--- config.mk ---
export PLATFORM = sky130hd
export DESIGN_NAME = ser_addsub_param
export DESIGN_NICKNAME = d
export VERILOG_FILES = /design/src/rtl/ser_add_pkg.sv /design/src/rtl/ser_digit_add.sv /design/src/rtl/ser_addsub_param.sv
export SDC_FILE = /design/constraint.sdc
export NUM_CORES = 1
export LEC_CHECK = 0
export CAP_MARGIN = 20
export CORE_ASPECT_RATIO = 1.1
export CORE_MARGIN = 4
export CORE_UTILIZATION = 55
export DETAILED_ROUTE_END_ITERATION = 6
export PLACE_DENSITY = 0.83
export SYNTH_ARGS = -nofsm -noshare
export SYNTH_HDL_FRONTEND = slang
export SYNTH_SLANG_ARGS = --single-unit
--- constraint.sdc ---
create_clock -name clk -period 3.8 [get_ports clk]
set_input_delay 0.76 -clock clk [delete_from_list [all_inputs] [get_ports clk]]
set_output_delay 0.76 -clock clk [all_outputs]
set_load 0.02 [all_outputs]
--- src/rtl/ser_add_pkg.sv ---
// Shared types and helpers for the digit-serial adder/subtractor.
// Guarded so the package and its macro can be pulled in more than once.
`ifndef SER_ADD_PKG_SV
`define SER_ADD_PKG_SV

// Elaboration-time guard: WIDTH must be an exact multiple of DIGIT.
`define SER_ADD_CHECK_DIV(W, D) \
    if (((W) % (D)) != 0) begin : g_width_digit_check \
        $error("ser_addsub_param: WIDTH must be a multiple of DIGIT"); \
    end

package ser_add_pkg;

    typedef enum logic [1:0] {
        IDLE = 2'd0,
        RUN  = 2'd1,
        DONE = 2'd2
    } state_t;

    // Counter width able to hold 0..n-1, never narrower than one bit.
    function automatic int unsigned cnt_width(input int unsigned n);
        return (n <= 1) ? 1 : $clog2(n);
    endfunction

endpackage

`endif

--- src/rtl/ser_digit_add.sv ---
// DIGIT-bit adder slice with carry-in; also reports the carry into its top bit
// so the caller can derive two's-complement overflow on the final digit.
module ser_digit_add
    import ser_add_pkg::*;
#(
    parameter int unsigned DIGIT = 1
) (
    input  logic [DIGIT-1:0] x,
    input  logic [DIGIT-1:0] y,
    input  logic             cin,
    output logic [DIGIT-1:0] s,
    output logic             cout,
    output logic             c_msb
);

    logic [DIGIT:0] total;

    always_comb begin
        total = {1'b0, x} + {1'b0, y} + (DIGIT+1)'(cin);
        s     = total[DIGIT-1:0];
        cout  = total[DIGIT];
        // Sum bit = x ^ y ^ carry-in, so the carry into the top bit falls out directly.
        c_msb = total[DIGIT-1] ^ x[DIGIT-1] ^ y[DIGIT-1];
    end

endmodule

--- src/rtl/ser_addsub_param.sv ---
// Digit-serial adder/subtractor behind a start/done handshake.
// Operands are consumed LSB digit first; results are held until the next completion.
module ser_addsub_param
    import ser_add_pkg::*;
#(
    parameter int unsigned WIDTH = 8,
    parameter int unsigned DIGIT = 1
) (
    input  logic             clk,
    input  logic             reset,
    input  logic             start,
    input  logic             sub,
    input  logic [WIDTH-1:0] a,
    input  logic [WIDTH-1:0] b,
    output logic [WIDTH-1:0] sum,
    output logic             cout,
    output logic             ovf,
    output logic             busy,
    output logic             done
);

    localparam int unsigned N  = WIDTH / DIGIT;
    localparam int unsigned CW = cnt_width(N);
    localparam logic [CW-1:0] LAST = CW'(N - 1);

    `SER_ADD_CHECK_DIV(WIDTH, DIGIT)

    if (WIDTH < 2) begin : g_width_min_check
        $error("ser_addsub_param: WIDTH must be at least 2");
    end

    state_t           state;
    state_t           state_nx;
    logic [WIDTH-1:0] a_sh;
    logic [WIDTH-1:0] b_sh;
    logic [WIDTH-1:0] r_sh;
    logic [WIDTH-1:0] r_nx;
    logic             carry;
    logic [CW-1:0]    cnt;
    logic             accept_c;
    logic             last_c;
    logic [DIGIT-1:0] dig_s;
    logic             dig_co;
    logic             dig_cmsb;

    ser_digit_add #(
        .DIGIT (DIGIT)
    ) u_digit (
        .x     (a_sh[DIGIT-1:0]),
        .y     (b_sh[DIGIT-1:0]),
        .cin   (carry),
        .s     (dig_s),
        .cout  (dig_co),
        .c_msb (dig_cmsb)
    );

    // Handshake qualifiers and the result register after this digit lands on top.
    always_comb begin
        accept_c = start && ((state == IDLE) || (state == DONE));
        last_c   = (state == RUN) && (cnt == LAST);
        r_nx     = (r_sh >> DIGIT) | (WIDTH'(dig_s) << (WIDTH - DIGIT));
    end

    // Next-state logic.
    always_comb begin
        state_nx = state;
        case (state)
            IDLE:    if (accept_c) state_nx = RUN;
            RUN:     if (last_c)   state_nx = DONE;
            DONE:    state_nx = accept_c ? RUN : IDLE;
            default: state_nx = IDLE;
        endcase
    end

    always_ff @(posedge clk) begin
        if (reset) begin
            state <= IDLE;
        end else begin
            state <= state_nx;
        end
    end

    // Operand/result shifting, digit counter and held output registers.
    always_ff @(posedge clk) begin
        if (reset) begin
            a_sh  <= '0;
            b_sh  <= '0;
            r_sh  <= '0;
            carry <= 1'b0;
            cnt   <= '0;
            sum   <= '0;
            cout  <= 1'b0;
            ovf   <= 1'b0;
            busy  <= 1'b0;
            done  <= 1'b0;
        end else begin
            done <= last_c;
            if (accept_c) begin
                a_sh  <= a;
                b_sh  <= b ^ {WIDTH{sub}};
                r_sh  <= '0;
                carry <= sub;
                cnt   <= '0;
                busy  <= 1'b1;
            end else if (state == RUN) begin
                a_sh  <= a_sh >> DIGIT;
                b_sh  <= b_sh >> DIGIT;
                r_sh  <= r_nx;
                carry <= dig_co;
                cnt   <= cnt + CW'(1);
                if (last_c) begin
                    sum  <= r_nx;
                    cout <= dig_co;
                    ovf  <= dig_cmsb ^ dig_co;
                    busy <= 1'b0;
                end
            end
        end
    end

endmodule
* After elaboration in Yosys (flattened, before gate mapping)
Cells that the tools add are included. Widths: inputs -> output; s select.
Word-level totals: register bits 42, input bits 20, output and inout port bits 12
Cells by class: add/subtract/negate cells 3, eq/ne operators 5, mux-type cells 13, bitwise gates (word level) 6, reduce and logical (&&, ||, !) cells 10
Operator list (number):
- $mux 8 | 4
- $or 7x8->8 | 1
- $xor 8x8->8 | 1
- $mux 1 | 6
- $pmux 2 s3 | 1
- $mux 2 | 2
- $ne 2x2->1 const B | 2
- $reduce_and 2->1 | 2
- $reduce_bool 2->1 | 2
- $add 3x1->3 const B | 1
- $eq 3x3->1 const B | 1
- $reduce_and 3->1 | 1
- $xor 1x1->1 | 3
- $add 1x1->2 | 1
- $add 2x1->2 | 1
- $eq 2x1->1 const B | 1
- $eq 2x2->1 const B | 1
- $logic_and 1x1->1 | 2
- $logic_not 2->1 | 1
- $reduce_or 2->1 | 1
- $logic_or 1x1->1 | 1
- $not 1->1 | 1

* Logic depth before layout (Yosys ltp)
depth after elaboration 5, mapped depth 6, gate-level depth less buffers 5

* Hierarchy
Synthesis repeated with hierarchy kept, for this count alone.
Second synthesis, totals: cell total of the unflattened synthesis 194, area total of the unflattened synthesis 1824.2 sq um
Modules (own cells, without submodules):
- ser_addsub_param | instances 1, cells an instance 192, area each 1780.5 sq um
- ser_digit_add | instances 1, cells an instance 2, area each 43.8 sq um

* Least setup slack after synthesis
OpenSTA, ideal clock, no wires.
path type input to register, start input start, end register a_sh[0], library setup time 0.132 ns, data arrival time 1.316 ns, slack 2.352 ns, cell stages on the path 4, cell sequence and2b_1 buf_2 a22oi_1 a21oi_1
Between the ends: word-level cells in the longest chain between the ends 2, elaborated cells on any way between the ends 3, classes of those cells mux (1); reduce/logical (2)
RTL lines:
- start, declared | line ser_addsub_param.sv:11 | input logic start,
- $logic_and 1x1->1 (*) | line ser_addsub_param.sv:59 | accept_c = start && ((state == IDLE) || (state == DONE));
- $mux 8 / $reduce_bool 2->1 (equally long branches)
- end signal, assigned | line ser_addsub_param.sv:106 | a_sh <= a_sh >> DIGIT;
- end, declared | line ser_addsub_param.sv:34 | logic [WIDTH-1:0] a_sh;
Every way passes the cells marked *; elsewhere a longest branch is shown, timed or not. A chain may end at the register's enable or synchronous reset.

* Worst setup path in the final report
start input start, end register r_sh[2]
Between the ends: word-level cells in the longest chain between the ends 2
RTL lines:
- $logic_and 1x1->1 | line ser_addsub_param.sv:59
- $reduce_or 2->1 (no line)
- end signal, assigned | line ser_addsub_param.sv:108 | r_sh <= r_nx;
- end, declared | line ser_addsub_param.sv:36 | logic [WIDTH-1:0] r_sh;
Every way passes these cells.

==> flow_summary.json <==
{
  "status": "complete, no violations",
  "cts_tree": "built",
  "cts_resized": 0,
  "timing.rr.end": "r_sh[2]$_SDFFE_PP0P_",
  "final_cells": 257,
  "clkSinkCount": 41,
  "worstSkewPairLatency_ns": 0.34,
  "clockRootBuffer": "clkbuf_4",
  "rsz0062_at_grt": "false",
  "period_minus_slack_ns": 2.167,
  "p_sw_frac": 0.2606,
  "r2r.worst_path.cells": 3,
  "p_sw_mw": 0.2009,
  "synthTopCellsByArea": "dfxtp_1, nand2_1, a21oi_1",
  "cts_buffer_depth": 2,
  "globalRoute.totalOverflow": 0,
  "first_iter_violations": 67,
  "path_class": "in -> reg",
  "p_per_area_nw_per_um2": 379.5,
  "layout.nets": 245,
  "slew_headroom": 0.3829,
  "power.internal_mw": 0.5699,
  "drcViolationCount": 0,
  "synth_top_cell_by_area": "dfxtp_1",
  "min_path_type": "reg -> reg",
  "insertedDiodeCount": 0,
  "hold_path_depth": 2,
  "setup_viol": 0,
  "endpoint_kind": "flop",
  "r2r_slack_ns": 1.98,
  "yosysWarnings": 0,
  "dp_hpwl_um": 2195,
  "fmax_mhz": 461.5,
  "p_seq_frac": 0.597,
  "layout_setup_ws_ns": 1.633,
  "drive_above_1_share": 0.05381,
  "grt_pass1_vias": 1265,
  "wl_per_cell_um": 12.32,
  "comb_power_share": 0.141,
  "ys_ff_latch": 41,
  "syn_area_um2": 1744,
  "initial_utilization": 0.5722,
  "p_clk_frac": 0.263,
  "antenna_found_initial": 0,
  "hp-start": "sum[7]$_SDFFE_PP0P_",
  "core_area_um2": 3048,
  "reg2reg_from": "state[0]$_SDFFE_PP0P_",
  "cts_hold_buffers": 0,
  "ant_nets": 0,
  "die_h_um": 67.06,
  "post_cts_buffers": 0,
  "totalWireLength_um": 3167,
  "synth_top_area_frac": 0.4706,
  "fin_setup_tns_ns": 0,
  "place_inst": 249,
  "syn_avg_cell_area_um2": 8.721,
  "hold_viol_final": 0,
  "gp_congestion": 0.7288,
  "grt_usage": 0.1799,
  "drv_cap": 0,
  "vias_per_cell": 5.459,
  "grt_max_degree": 27,
  "post_dp_cell_area_um2": 1979,
  "fillCellCount": 268,
  "crit_path_max_fanout": 25,
  "crit_path_start_kind": "input pin",
  "finClkSkew_ns": 0.01150,
  "finalCritPeriodShare": 0.5702,
  "tightest_slew_ns": 0.9256,
  "io_buffers": 31,
  "synth_fp_nets": 223,
  "vias": 1403,
  "p_leak_nw": 0.7085,
  "ys_seq_area_frac": 0.4706,
  "p_total_mw": 0.7707,
  "clkTransAtPathRegs_ns": 0.11,
  "synthDistinctLibCells": 27,
  "area_growth_pct": 16.43,
  "htree_levels": 2,
  "stdcell_area_um2": 2031,
  "dp_slack_ns": 1.266,
  "min_to": "sum[7]$_SDFFE_PP0P_",
  "grt_pass1_wl_um": 5478,
  "firstDrtPassIters": 4,
  "dieArea_um2": 4137,
  "drv_slew": 0,
  "synthCells": 200,
  "rows": 21,
  "numCtsBuffers": 5,
  "io_pins": 32,
  "worstPathRequired_ns": 4.06,
  "arrival_ns": 2.43,
  "fp.dieW_um": 61.69,
  "vdd_drop_max_mv": 0.2990
}
==> routing by layer <==
layer / GRT usage / vias up / routed length (µm)
met2: 0.2762 / 41 / 1523
met4: 0.07427 / 0 / 55
li1: - / 717 / -
met3: 0.06977 / 5 / 215
met5: 0 / - / 0
met1: 0.2210 / 640 / 1374
==> stage by stage <==
step,util,hold slack (ns)
after floorplan,-,0.4321
after global placement,0.6494,0.4451
after detailed placement,0.6494,0.4489
after CTS,0.6663,0.4650
after global routing,0.6663,0.4836
final,0.6663,0.4600
==> cells by family (layout without fill, tap and decap cells) <==
| kind of cell | Yosys count | after routing | share of synthesized area |
|---|---|---|---|
| AOI/OAI and AO/OA | 45 | 45 | 0.1693 |
| buffers and inverters | 17 | 40 | 0.07174 |
| DFF | 41 | 41 | 0.4706 |
| and+or+nand+nor | 81 | 81 | 0.1966 |
| muxes | 1 | 1 | 0.005739 |
| adders and majority gates | 3 | 3 | 0.02582 |
| xor gates and xnor gates | 12 | 12 | 0.06026 |
==> critical path: stages <==
cell	delay, ns
clkdlybuf4s50_1	0.41
nand2b_1	0.65
nand2b_1	0.39
a21oi_1	0.22
==> sequential cells by signal, indices dropped and copies added, names as in the netlist <==
signal  flops
a_sh        8
b_sh        8
busy        1
carry       1
cnt         3
cout        1
done        1
ovf         1
r_sh        7
state       2
sum         8
==> cell type report <==
type,count,area (µm²),share of cell area
well taps,34,42.54,0.02095
flip-flops and latches,41,820.8,0.4042
clock buffers,6,41.29,0.02033
repair buffers,32,317.8,0.1565
clock inverters,2,10.01,0.004929
multi-input cells,142,798.3,0.3931
==> worst max path at each step <==
stage | start | endpoint | cells after the start
after floorplan | start | a_sh[0]$_SDFFE_PP0P_ | 4
after global placement | start | r_sh[5]$_SDFFE_PP0P_ | 4
after detailed placement | start | r_sh[2]$_SDFFE_PP0P_ | 4
after CTS | start | r_sh[2]$_SDFFE_PP0P_ | 4
after global routing | start | r_sh[3]$_SDFFE_PP0P_ | 4
final | start | r_sh[2]$_SDFFE_PP0P_ | 4
==> Yosys cell counts <==
library cell and n:
a21oi_1 28, a311oi_1 4, buf_6 3, buf_2 6, nor3_1 1, nand2_1 50
a22oi_1 8, buf_12 1, dfxtp_1 41, buf_1 1, xnor2_1 4, nor2_1 13
nand3b_1 1, and3b_1 1, ha_1 2, xor2_1 8, nand2b_1 3, buf_4 4
mux2i_1 1, clkbuf_1 2, o21a_1 1, a311oi_2 3, a211oi_1 1, nand2_2 1
fa_1 1, nand3_1 9, and2b_1 2
==> cell usage in the layout (no fill, tap or decap) <==
cell type         n
a311oi_2          3
and3b_1           1
clkbuf_1          1
buf_4             1
and2b_1           2
clkinv_2          2
nor3_1            1
clkdlybuf4s50_1  31
mux2i_1           1
nand2_2           1
clkbuf_4          5
nand3b_1          1
o21a_1            1
xor2_1            8
a211oi_1          1
ha_1              2
xnor2_1           4
nand2b_1          3
fa_1              1
a22oi_1           8
nand3_1           9
a311oi_1          4
a21oi_1          28
nand2_1          50
dfxtp_1          41
nor2_1           13
==> power groups by stage <==
| stage | combinational, mW | clock (mW) | sequential (mW) |
|---|---|---|---|
| 5_1_grt | 0.121 | 0.230 | 0.463 |
| 2_1_floorplan | 0.0879 | 0 | 0.468 |
| 3_5_place_dp | 0.109 | 0 | 0.469 |
| 4_1_cts | 0.109 | 0.212 | 0.460 |
| 3_3_place_gp | 0.108 | 0 | 0.469 |
| 6_report | 0.108 | 0.202 | 0.460 |
No activity file was read; power rests on OpenSTA's default activity.
